<file path="src/rtl/alu_issue_ctrl.sv">
// ============================================================================
// alu_issue_ctrl : issues one request at a time to the ALU and returns its result
// Optional: ALU_ISSUE_STATS_EN adds saturating op/err counters. Rev 1.0
// ============================================================================
`default_nettype none

`ifndef ARITH_LOGIC
`define ARITH_LOGIC 3'b001
`endif

module alu_issue_ctrl #(
  parameter int          TAG_W     = 4,
  parameter logic [2:0]  ARITH_SEL = `ARITH_LOGIC
) (
  input  logic              clock,
  input  logic              reset,
  input  logic              req_valid,
  output logic              req_ready,
  input  logic [31:0]       req_op1,
  input  logic [31:0]       req_op2,
  input  logic [2:0]        req_opselect,
  input  logic [2:0]        req_operation,
  input  logic [TAG_W-1:0]  req_tag,
  output logic [31:0]       aluin1,
  output logic [31:0]       aluin2,
  output logic [2:0]        aluopselect,
  output logic [2:0]        aluoperation,
  output logic              alu_enable,
  input  logic [31:0]       aluout,
  output logic              rsp_valid,
  input  logic              rsp_ready,
  output logic [31:0]       rsp_data,
  output logic [TAG_W-1:0]  rsp_tag,
`ifdef ALU_ISSUE_STATS_EN
  output logic [15:0]       op_count,
  output logic [15:0]       err_count,
`endif
  output logic              rsp_err
);

  typedef enum logic [1:0] {
    IDLE = 2'd0,
    EXEC = 2'd1,
    CAPT = 2'd2,
    RESP = 2'd3
  } state_t;

  state_t            r_state;
  state_t            w_next;

  logic [31:0]       r_aluin1;
  logic [31:0]       r_aluin2;
  logic [2:0]        r_aluopselect;
  logic [2:0]        r_aluoperation;
  logic              r_alu_enable;
  logic [TAG_W-1:0]  r_tag;
  logic              r_rsp_valid;
  logic [31:0]       r_rsp_data;
  logic [TAG_W-1:0]  r_rsp_tag;
  logic              r_rsp_err;

  logic              w_req_hs;
  logic              w_accept;
  logic              w_reject;
  logic              w_rsp_hs;

  assign w_req_hs = (r_state == IDLE) && req_valid;
  assign w_accept = w_req_hs && (req_opselect == ARITH_SEL);
  assign w_reject = w_req_hs && (req_opselect != ARITH_SEL);
  assign w_rsp_hs = (r_state == RESP) && rsp_ready;

  always_ff @(posedge clock) begin
    if (reset) begin
      r_state <= IDLE;
    end else begin
      r_state <= w_next;
    end
  end

  always_comb begin
    w_next = r_state;
    case (r_state)
      IDLE: begin
        if (w_accept) begin
          w_next = EXEC;
        end else if (w_reject) begin
          w_next = RESP;
        end
      end
      EXEC:    w_next = CAPT;
      CAPT:    w_next = RESP;
      RESP: begin
        if (rsp_ready) begin
          w_next = IDLE;
        end
      end
      default: w_next = IDLE;
    endcase
  end

  // Operand registers hold their last value between operations; only the enable pulses.
  always_ff @(posedge clock) begin
    if (reset) begin
      r_aluin1       <= '0;
      r_aluin2       <= '0;
      r_aluopselect  <= '0;
      r_aluoperation <= '0;
      r_alu_enable   <= 1'b0;
      r_tag          <= '0;
      r_rsp_valid    <= 1'b0;
      r_rsp_data     <= '0;
      r_rsp_tag      <= '0;
      r_rsp_err      <= 1'b0;
    end else begin
      r_alu_enable <= w_accept;
      if (w_accept) begin
        r_aluin1       <= req_op1;
        r_aluin2       <= req_op2;
        r_aluopselect  <= req_opselect;
        r_aluoperation <= req_operation;
        r_tag          <= req_tag;
      end
      if (w_reject) begin
        r_rsp_valid <= 1'b1;
        r_rsp_err   <= 1'b1;
        r_rsp_data  <= '0;
        r_rsp_tag   <= req_tag;
      end else if (r_state == CAPT) begin
        r_rsp_valid <= 1'b1;
        r_rsp_err   <= 1'b0;
        r_rsp_data  <= aluout;
        r_rsp_tag   <= r_tag;
      end else if (w_rsp_hs) begin
        r_rsp_valid <= 1'b0;
      end
    end
  end

`ifdef ALU_ISSUE_STATS_EN
  logic [15:0] r_op_count;
  logic [15:0] r_err_count;

  always_ff @(posedge clock) begin
    if (reset) begin
      r_op_count  <= '0;
      r_err_count <= '0;
    end else if (w_rsp_hs) begin
      if (!r_rsp_err && (r_op_count != 16'hFFFF)) begin
        r_op_count <= r_op_count + 16'd1;
      end
      if (r_rsp_err && (r_err_count != 16'hFFFF)) begin
        r_err_count <= r_err_count + 16'd1;
      end
    end
  end

  assign op_count  = r_op_count;
  assign err_count = r_err_count;
`endif

  assign req_ready    = (r_state == IDLE);
  assign aluin1       = r_aluin1;
  assign aluin2       = r_aluin2;
  assign aluopselect  = r_aluopselect;
  assign aluoperation = r_aluoperation;
  assign alu_enable   = r_alu_enable;
  assign rsp_valid    = r_rsp_valid;
  assign rsp_data     = r_rsp_data;
  assign rsp_tag      = r_rsp_tag;
  assign rsp_err      = r_rsp_err;

endmodule

`default_nettype wire

</file>
<file path="config.mk">
export PLATFORM = sky130hd
export DESIGN_NAME = alu_issue_ctrl
export DESIGN_NICKNAME = d
export VERILOG_FILES = /design/src/rtl/alu_issue_ctrl.sv
export SDC_FILE = /design/constraint.sdc
export NUM_CORES = 1
export LEC_CHECK = 0
export CAP_MARGIN = 10
export CORE_UTILIZATION = 44
export CTS_BUF_LIST = sky130_fd_sc_hd__clkbuf_4
export DETAILED_ROUTE_END_ITERATION = 10
export HOLD_SLACK_MARGIN = 0.15
export PLACE_DENSITY = 0.83
export SLEW_MARGIN = 40
export SYNTH_ARGS = -nofsm -noshare
export SYNTH_HDL_FRONTEND = slang
export SYNTH_SLANG_ARGS = --single-unit
</file>
<file path="constraint.sdc">
create_clock -name clock -period 2.15 [get_ports clock]
set_input_delay 0.645 -clock clock [delete_from_list [all_inputs] [get_ports clock]]
set_output_delay 0.645 -clock clock [all_outputs]
set_load 0.03 [all_outputs]
</file>
# After elaboration in Yosys (flattened, before gate mapping)
# Index checks and enable logic that the tools add are counted.
# word_totals
register_bits	115
in_bits	110
out_inout_bits	110
word_cells	38
# classes
n_eq_ne	7
n_mux	11
reduce_logical	9
# ops
cell	count
4-bit two-way mux	2
2-bit case mux with 4 select lines	1
2-bit two-way mux	3
3-bit by 1-bit != test with 1-bit output, second input constant	2
1-bit two-way mux	5
2-bit == test, second input constant	2
1-bit logical AND	4
3-bit by 1-bit == test with 1-bit output, second input constant	1
3-bit nonzero test	1
2-bit by 1-bit == test with 1-bit output, second input constant	1
2-bit logical NOT	1
2-bit != test, second input constant	1
2-bit AND reduction	1
2-bit nonzero test	1
2-bit OR reduction	1

# Longest topological paths before layout
# logic_depth
depth_word	6
ltp_mapped	7
mapped_depth_nobuf	5

# Worst setup path before layout
# Ideal clock, no wire load.
# synth_path
kind	flip-flop to flip-flop
start	register r_state[0]
end	register r_aluin1[0] (netlist: aluin1[0])
setup_time_ns	0.116
arrival_time_ns	1.678
t_required_ns	2.034
setup_slack_ns	0.356
path_stages_with_launch	8
n_path_buf	2
synth_period_minus_slack_ns	1.794
path_cell_list	dfxtp_1 > inv_1 > ha_1 > nand2_1 > buf_2 > buf_2 > nor4b_2 > a31o_1
# synth_between
elab_chain_len	3
# synth_rtl
item	line_no	source
from (decl)	48	state_t r_state;
from (signal assigned)	76	r_state <= w_next;
2-bit logical NOT	n/a	
named net req_ready	18	output logic req_ready,
1-bit logical AND	67	assign w_req_hs = (r_state == IDLE) && req_valid;
1-bit logical AND	68	assign w_accept = w_req_hs && (req_opselect == ARITH_SEL);
to (signal assigned)	117	r_aluin1 <= req_op1;
to (decl)	51	logic [31:0] r_aluin1;
# The timed path passes the listed nets, and every way through them passes these cells.
# A chain may end at the register's enable or synchronous reset.

# Worst setup path after layout
# layout_path
start	register r_state[0]
end	output port req_ready
# layout_between
elab_chain_len	1
# layout_rtl
item	line_no	source
2-bit logical NOT	161	assign req_ready = (r_state == IDLE);
to (decl)	18	
# Every way passes these cells.

==> summary.md <==
| Metric | Value |
|---|---|
| Pre-CTS setup slack | -121 ps |
| Per-cell routed wire length | between 15 and 20 um |
| Top-count cell post-synth | dfxtp_1 |
| Slowest CP cell | dfxtp_1 |
| Fillers | 832 |
| IO Port Bufs | about 220 |
| Core footprint | 11000 um^2 |
| Largest stage delay, worst path | 390 ps |
| Global Route Usage Sum | 23.3% |
| Buf+Inv Stages, Crit Path | 2 |
| Layout area overhead | 50.9% |
| Final slew viol count | 0 |
| Worst R2R Setup Slack | 370 ps |
| Initial DRC count | 157 |
| Syn_area_per_cell | 12.1 um^2 |
| Reg area | 2300 um^2 |
| Final net count | around 750 |
| EDFF count, synth | 0 |
| Critical setup path kind | register to primary output |
| CTS max path bufs | 2 |
| Post-Synth Adder-Cell Area | less than 1% |
| Power per Cell Area | 807 nW/um^2 |
| H-tree Lvls | 4 |
| First-pass iteration count of the detailed router | 4 |
| Slew @ Worst Pin | between 300 and 400 ps |
| Via count | 4210 |
| DIE WIDTH | between 100 and 150 um |
| CP Data Arrival Time | roughly 1400 ps |
| Syn_nets | 529 |
| Site row count | 38 |
| Post-DP HPWL | 9660 um |
| Yosys reg bits | 115 |
| Vias in the first global route | between 4000 and 5000 |
| Main combinational cell family by area after synthesis | simple AND/OR/NAND/NOR gates |
| Post-route DRC | 0 |
| Detailed-route wire length | approximately 14000 um |
| Fin util | 69.0% |
| # hold bufs at CTS | 0 |
| Final-report setup violation count | 0 |
| Worst-Skew Late Latency | between 500 and 600 ps |
| Share of the yosys chip area belonging to registers | about 46% |
| Clk_skew | 8.51 ps |
| Max-cap viol count | 0 |
| Clk sinks | 115 |
| Final Power | 6.12 mW |
| Worst setup margin | 110 ps |
| Synth cell types | 30 |
| Synth Area in Compound Gates | 14.1% |
| Synth top area cells | dfxtp_1, nor4b_2, a31o_1, mux2i_1, buf_6 |
| Die extent in y | roughly 110 um |
| Synth top area share | 45.8% |
| Mux cell area share after synthesis | 7.17% |
| Clk root buf | clkbuf_4 |
| CP Launch Type | register |
| Fin crit period | 2040 ps |
| Postcts setup bufs | 0 |
| Worst-path cell chain | inv_1 > ha_1 > buf_2 |
| Cell family with most CP delay | flip-flops |
| First-pass GRT wire length | 21200 um |
| Fmax | 490 MHz |
| Total CTS buffers | 17 |
| I/O pins | 220 |
| CTS tree | yes |
| Cells after Synth | 415 |
| Via density | 5.37 |
| Fin crit share | 94.9% |
| Total die area | around 12000 um^2 |
| Clock transition at path regs | 100 ps |
| Mapped cell area | around 5000 um^2 |
| Post-synthesis xor/xnor area fraction | 0% |
| Area leader, netlist | dfxtp_1 |
| Largest net degree at the start of global routing | between 40 and 50 |
| Initial core utilization | 45.8% |
| Antenna Cells | 0 |
| Ys async rst share | 0% |
| RSZ-0062 raised after global routing | no |
| Critical path peak fanout | 3 |
| Initial antenna violation count | 0 |
| Main flop type after synthesis | dfxtp_1 |
| Routed Antenna Nets | 0 |
| Status | completed |
| Final Hold Vio Count | 0 |
| Simple logic cell fraction of the synthesized area | between 20% and 30% |
| Min-delay worst type | register to register |
| Layout cells sized above 1 | 21.3% |
| CP required | 1500 ps |
| GP Congestion | 0.758 |
| Slew HR | between 70% and 80% |
| Syn. warnings | 0 |
| Multi-input logic area | 2430 um^2 |
| Top cell types by occurrence after synthesis | dfxtp_1, a31o_1, nor4b_2 |
| Max VDD drop | 0.540 mV |
| Static Leak | 3.13 nW |
| Crit end category | primary output |
| GRT overflow | 0 |
## final timing paths
path | start | endpoint | cells after the start
worst max-delay path | r_state[0] | req_ready | 3
worst min-delay path | aluopselect[0] | aluopselect[0] | 1
worst max register to register | r_state[0] | aluin2[9] | 7
worst min register to register | aluopselect[0] | aluopselect[0] | 1
## sequential cells by signal, summed over array words and instances, names as in the netlist
name,count
alu_enable,1
rsp_data,32
rsp_tag,4
aluoperation,3
r_state,2
aluopselect,3
r_tag,4
aluin1,32
rsp_valid,1
rsp_err,1
aluin2,32
## report_power, final
group          total (mW)  switching [mW]  internal (mW)
combinational        2.05            1.21          0.844
clock                1.65           0.861          0.790
sequential           2.42          0.0975           2.32
## area by class of cell
| class | instances | area share, % |
|---|---|---|
| Sequential cell | 115 | 30.4 |
| Clock buffer | 17 | 1.68 |
| Inverter | 3 | 0.149 |
| Tap cell | 140 | 2.31 |
| Multi-Input combinational cell | 248 | 32.1 |
| Timing Repair Buffer | 246 | 31.2 |
| Clock inverter | 15 | 2.20 |
## metal layers
| layer | part of all wire (%) | GRT usage [%] |
|---|---|---|
| met5 | 0 | 0 |
| met4 | 1.3 | 8.88 |
| met2 | 48 | 38.5 |
| met1 | 41 | 26.9 |
| met3 | 9.6 | 9.56 |
## cell usage in the layout, fill, tap and decap left out, drive strengths merged, types with 4 or more instances in the layout
cell,Yosys,layout
dfxtp,115,115
dlygate4sd2,0,109
clkdlybuf4s50,0,108
nor4b,71,71
a31o,71,71
mux2i,36,36
nor2,35,35
buf,27,29
clkbuf,22,17
clkinvlp,0,6
clkinv,0,6
a21oi,4,4
nor3,4,4
a211oi,4,4
ha,4,4
## stage by stage
step	hold slack, ps	cells	cell area [um^2]	setup TNS, ps
after global placement	449	752	7430	-2540
final	474	784	7580	0
after detailed placement	457	752	7430	-4040
after global routing	485	784	7580	0
after floorplan	449	415	5020	0
after CTS	478	784	7590	-57.9
## repair_timing
item                                    in CTS  in global routing
gates cloned                                 0                  0
gates resized for setup                    112                  2
endpoints found under the setup margin     110                  1
## kinds of logic (layout without fill, tap and decap cells)
group,Yosys count,after routing
simple gates,124,124
fa+ha+maj,4,4
compound gates,84,84
buf+inv,52,281
flops,115,115
mux,36,36
## worst register-to-register path: stages, from the launching register on
cell and delay, ps:
dfxtp_1 390, inv_1 100, ha_1 210, buf_4 160, nand2_4 200, buf_4 320
nor4b_2 100, a31o_1 200
Note: power is estimated with default switching activity, not from simulation.
